File: src/rtl/bayes_readout_seq.sv
// Readout sequencer: reads a burst of consecutive word addresses from all arrays
// and serializes each captured word MSB-first, one bit per lane per cycle.
module bayes_readout_seq #(
  parameter int Narray   = 2,
  parameter int Nword    = 3,
  parameter int Naddr    = 6,
  parameter int READ_LAT = 2
) (
  input  logic                   clk,
  input  logic                   rst_n,
  input  logic                   start,
  input  logic [Naddr-1:0]       start_addr,
  input  logic [Naddr-1:0]       n_words,
  input  logic                   abort,
  input  logic [2**Nword-1:0]    data_in [2**Narray],
  output logic                   arr_read_en,
  output logic [Naddr-1:0]       arr_addr,
  output logic [2**Narray-1:0]   bit_out,
  output logic                   bit_valid,
  output logic [Nword-1:0]       bit_idx,
  output logic                   word_last,
  output logic                   busy,
  output logic                   done
);

  localparam int NLANE = 2**Narray;
  localparam int WBITS = 2**Nword;
  localparam logic [3:0] WAIT_INIT = 4'(READ_LAT - 1);

  localparam logic [2:0] S_IDLE  = 3'd0;
  localparam logic [2:0] S_READ  = 3'd1;
  localparam logic [2:0] S_WAIT  = 3'd2;
  localparam logic [2:0] S_SHIFT = 3'd3;
  localparam logic [2:0] S_DONE  = 3'd4;

  logic [2:0]       state_q, state_d;
  logic [Naddr-1:0] addr_q, addr_d;
  logic [Naddr-1:0] rem_q, rem_d;
  logic [3:0]       wait_q, wait_d;
  logic [Nword-1:0] bit_q, bit_d;
  logic [WBITS-1:0] shadow_q [NLANE];
  logic [WBITS-1:0] shadow_d [NLANE];

  always_comb begin
    state_d  = state_q;
    addr_d   = addr_q;
    rem_d    = rem_q;
    wait_d   = wait_q;
    bit_d    = bit_q;
    shadow_d = shadow_q;
    // abort wins over every other transition so address/counters freeze
    if (abort && (state_q != S_IDLE)) begin
      state_d = S_IDLE;
    end else begin
      case (state_q)
        S_IDLE: begin
          if (start && !abort) begin
            state_d = S_READ;
            addr_d  = start_addr;
            rem_d   = n_words;
          end
        end
        S_READ: begin
          state_d = S_WAIT;
          wait_d  = WAIT_INIT;
        end
        S_WAIT: begin
          if (wait_q == '0) begin
            shadow_d = data_in;
            bit_d    = '1;
            state_d  = S_SHIFT;
          end else begin
            wait_d = wait_q - 4'd1;
          end
        end
        S_SHIFT: begin
          if (bit_q == '0) begin
            if (rem_q == '0) begin
              state_d = S_DONE;
            end else begin
              rem_d   = rem_q - 1'b1;
              addr_d  = addr_q + 1'b1;
              state_d = S_READ;
            end
          end else begin
            bit_d = bit_q - 1'b1;
          end
        end
        S_DONE:  state_d = S_IDLE;
        default: state_d = S_IDLE;
      endcase
    end
  end

  always_ff @(posedge clk or negedge rst_n) begin
    if (!rst_n) begin
      state_q <= S_IDLE;
      addr_q  <= '0;
      rem_q   <= '0;
      wait_q  <= '0;
      bit_q   <= '0;
      for (int unsigned i = 0; i < NLANE; i++) shadow_q[i] <= '0;
    end else begin
      state_q  <= state_d;
      addr_q   <= addr_d;
      rem_q    <= rem_d;
      wait_q   <= wait_d;
      bit_q    <= bit_d;
      shadow_q <= shadow_d;
    end
  end

  always_comb begin
    arr_read_en = (state_q == S_READ);
    arr_addr    = addr_q;
    bit_valid   = (state_q == S_SHIFT);
    bit_idx     = bit_valid ? bit_q : '0;
    word_last   = bit_valid && (bit_q == '0) && (rem_q == '0);
    busy        = (state_q != S_IDLE);
    done        = (state_q == S_DONE);
    bit_out     = '0;
    for (int unsigned i = 0; i < NLANE; i++) bit_out[i] = bit_valid & shadow_q[i][bit_q];
  end

endmodule

File: config.mk
export PLATFORM = sky130hd
export DESIGN_NAME = bayes_readout_seq
export DESIGN_NICKNAME = d
export VERILOG_FILES = /design/src/rtl/bayes_readout_seq.sv
export SDC_FILE = /design/constraint.sdc
export NUM_CORES = 1
export LEC_CHECK = 0
export ABC_AREA = 1
export CAP_MARGIN = 20
export CORE_UTILIZATION = 33
export DETAILED_ROUTE_END_ITERATION = 12
export GPL_ROUTABILITY_DRIVEN = 0
export PLACE_DENSITY = 0.61
export SLEW_MARGIN = 25
export SYNTH_ARGS = -nofsm -noshare
export SYNTH_HDL_FRONTEND = slang
export SYNTH_SLANG_ARGS = --single-unit
File: constraint.sdc
create_clock -name clk -period 2.9 [get_ports clk]
set_input_delay 0.29 -clock clk [delete_from_list [all_inputs] [get_ports clk]]
set_output_delay 0.29 -clock clk [all_outputs]
set_load 0.02 [all_outputs]
==> impl_metrics.tcl <==
set metrics [dict create \
    dp_cells 577 \
    ios 66 \
    grt_max_degree 65 \
    r2r_start "bit_q[0]$_DFFE_PN0P_" \
    nNetsFinal 530 \
    post-cts-setup-buffers 0 \
    finClkSkew_ns 0.00269 \
    swShare_pct 43.7 \
    crit_required_ns 2.61 \
    tightest_slew_ns 0.724 \
    synth_cell_types 25 \
    switchingPower_mw 1.52 \
    vdd_drop_max_uv 294 \
    ant_nets 0 \
    endpoint_kind "output pin" \
    clock_power_share_pct 12.5 \
    synth_area_leaders "dfrtp_1 45%, nand2_1 17%, o21ai_0 7.7%" \
    hold_path.class "in2async" \
    cts_resized 0 \
    syn_to_final_growth_pct 27.6 \
    yosysTopAreaCellShare_pct 45.0 \
    fin_util_pct 43.7 \
    dieArea_sq_um 9480 \
    critPathLaunchType "flip-flop" \
    cts_tree "yes" \
    grt_pass1_vias 2579 \
    syn_avg_cell_area_sq_um 7.23 \
    fmax_mhz 383 \
    syn_nets 469 \
    synth_area_leader_cell "dfrtp_1" \
    hold_viol 0 \
    cts.clk_slew.worst_paths_ns 0.09 \
    drc 0 \
    min_period_ns 2.61 \
    ys_seq_elements 54 \
    fin_crit_sh_pct 90.1 \
    ctsHoldBuffers 0 \
    max_cap_violations 0 \
    setup_tns_ns 0 \
    post_dp_cell_area_sq_um 3730 \
    comb_power_share_pct 47.9 \
    antenna_cells 0 \
    synthArstFlopShare_pct 100 \
    viasPerCell 4.61 \
    ys.flop_type "dfrtp_1" \
    die_height_um 97.4 \
    startpoint "bit_q[0]$_DFFE_PN0P_" \
    start_util_pct 34.3 \
    synth_edf_count 0 \
    overflow 0 \
    dr_wl_met2_mm 3.22 \
    coreArea_sq_um 8760 \
    grt.total_usage_pct 15.3 \
    htreeDepth 2 \
    synthCells 415 \
    seq_power_share_pct 39.6 \
    reg2reg_depth 10 \
    vias 2697 \
    synthTopCellsByCount "134 x nand2_1, 54 x dfrtp_1, 53 x inv_1" \
    dp_hpwl_mm 5.10 \
    cp.arrival_ns 2.32 \
    design_area_sq_um 3830 \
    port_buffers 65 \
    power_leakage_nw 1.94 \
    cts_buffer_depth 2 \
    rows 34 \
    rsz0062_at_grt "false" \
    cts_sinks 54 \
    maxUsedRoutingLayer "met4" \
    cts_made_buffers 5 \
    first_pass_iters 6 \
    drtIter0Drc 104 \
    setup_viol 0 \
    ys_seq_area_share_pct 45.0 \
    wl_per_cell_um 11.9 \
    route.met3.wl_um 324 \
    wl_met1_mm 3.37 \
    status "finished clean" \
    p_int_mw 1.96 \
    slew-limit-headroom_pct 51.7 \
    grt_pass1_wl_mm 12.0 \
    ys.warnings.count 0 \
    syn_area_sq_um 3000 \
    fillers 898 \
    grt_antenna_before_repair 0 \
    cts_root_buf "clkbuf_8" \
    maxSlewViolCount 0 \
    crit_path_max_fanout 19 \
    clk_latency_ns 0.30 \
    drive_gt1_share_pct 6.50 \
    yosysMostFrequentCell "nand2_1" \
    die_w_um 97.4 \
    routed_wl_mm 6.95 \
    fin_cells 585 \
    power_density_nw_per_um2 907 \
    crit_type "reg2out" \
]
[metrics by stage]
stage / total power, mW / setup slack [ns] / hold WS (ns)
2_1_floorplan: 2.54 / 1.07 / -0.00559
3_3_place_gp: 3.01 / 0.668 / 0.389
3_5_place_dp: 3.06 / 0.620 / 0.399
4_1_cts: 3.51 / 0.272 / 0.0566
5_1_grt: 3.83 / 0.0429 / 0.0842
6_report: 3.47 / 0.287 / 0.0311
[cell usage in the layout, fill, tap and decap left out, types with 2 or more instances in the layout]
cell	n
dfrtp_1	54
nand3_1	17
xor2_1	3
clkbuf_8	6
nand4_1	3
ha_1	6
o21ai_0	46
clkdlybuf4s50_1	64
nand2_1	134
buf_4	4
a21oi_1	2
nor2_1	37
o22ai_1	9
inv_1	53
nor2_4	4
nand2_2	7
inv_2	3
o21ai_1	14
o21bai_1	2
nand3_2	2
[path summary, 6_finish.rpt]
| check | end | slack [ns] |
|---|---|---|
| worst min-delay path | shadow_q[9]$_DFFE_PN0P_ | 0.03 |
| max in group asynchronous | arr_addr[0]$_DFFE_PN0P_ | 2.11 |
| worst min register to register | shadow_q[25]$_DFFE_PN0P_ | 0.49 |
| worst max-delay path | word_last | 0.29 |
| worst max register to register | rem_q[3]$_DFFE_PN0P_ | 0.88 |
| min in group clk | shadow_q[25]$_DFFE_PN0P_ | 0.49 |
[cell type report]
type | instances | area [sq um] | area share (%)
tap | 108 | 135 | 3.53
inverter | 56 | 210 | 5.49
clock inverter | 2 | 12.5 | 0.327
multi-input combinational | 290 | 1360 | 35.6
clock buffer | 6 | 82.6 | 2.16
sequential | 54 | 1350 | 35.3
timing repair buffer | 69 | 676 | 17.6
[worst max-delay path, cell delays in order, from the launching register on]
cell and delay [ns]:
dfrtp_1 0.39, inv_1 0.38, ha_1 0.23, inv_1 0.04, nor2_1 0.21, nand2_1 0.11, inv_1 0.06, clkdlybuf4s50_1 0.59
[per-layer routing]
layer  vias to the layer above  track usage (%)
met4                         0             4.07
li1                       1417                -
met3                         4             2.81
met1                      1204             20.9
met5                         -                0
met2                        72             24.9
[registers in the layout, indices dropped and copies added (netlist names)]
register,cells
wait_q,4
shadow_q,32
bit_q,3
state_q,3
arr_addr,6
rem_q,6
[logic make-up after synthesis]
group                      count (synthesis)  share of synthesized area, %
AOI/OAI and AO/OA                         73                          12.7
xor gates and xnor gates                   3                         0.876
adders and majority gates                  6                          2.50
buffers and inverters                     71                          9.59
DFF                                       54                          45.0
and+or+nand+nor                          208                          29.3
[power by group through the flow]
stage               registers (mW)  clock network, mW  logic, mW
detailed placement            1.39                  0       1.67
finish                        1.38              0.434       1.66
global route                  1.42              0.491       1.91
CTS                           1.37              0.457       1.68
global placement              1.38                  0       1.63
floorplan                     1.35                  0       1.19
No activity file was read; power rests on OpenSTA's default activity.
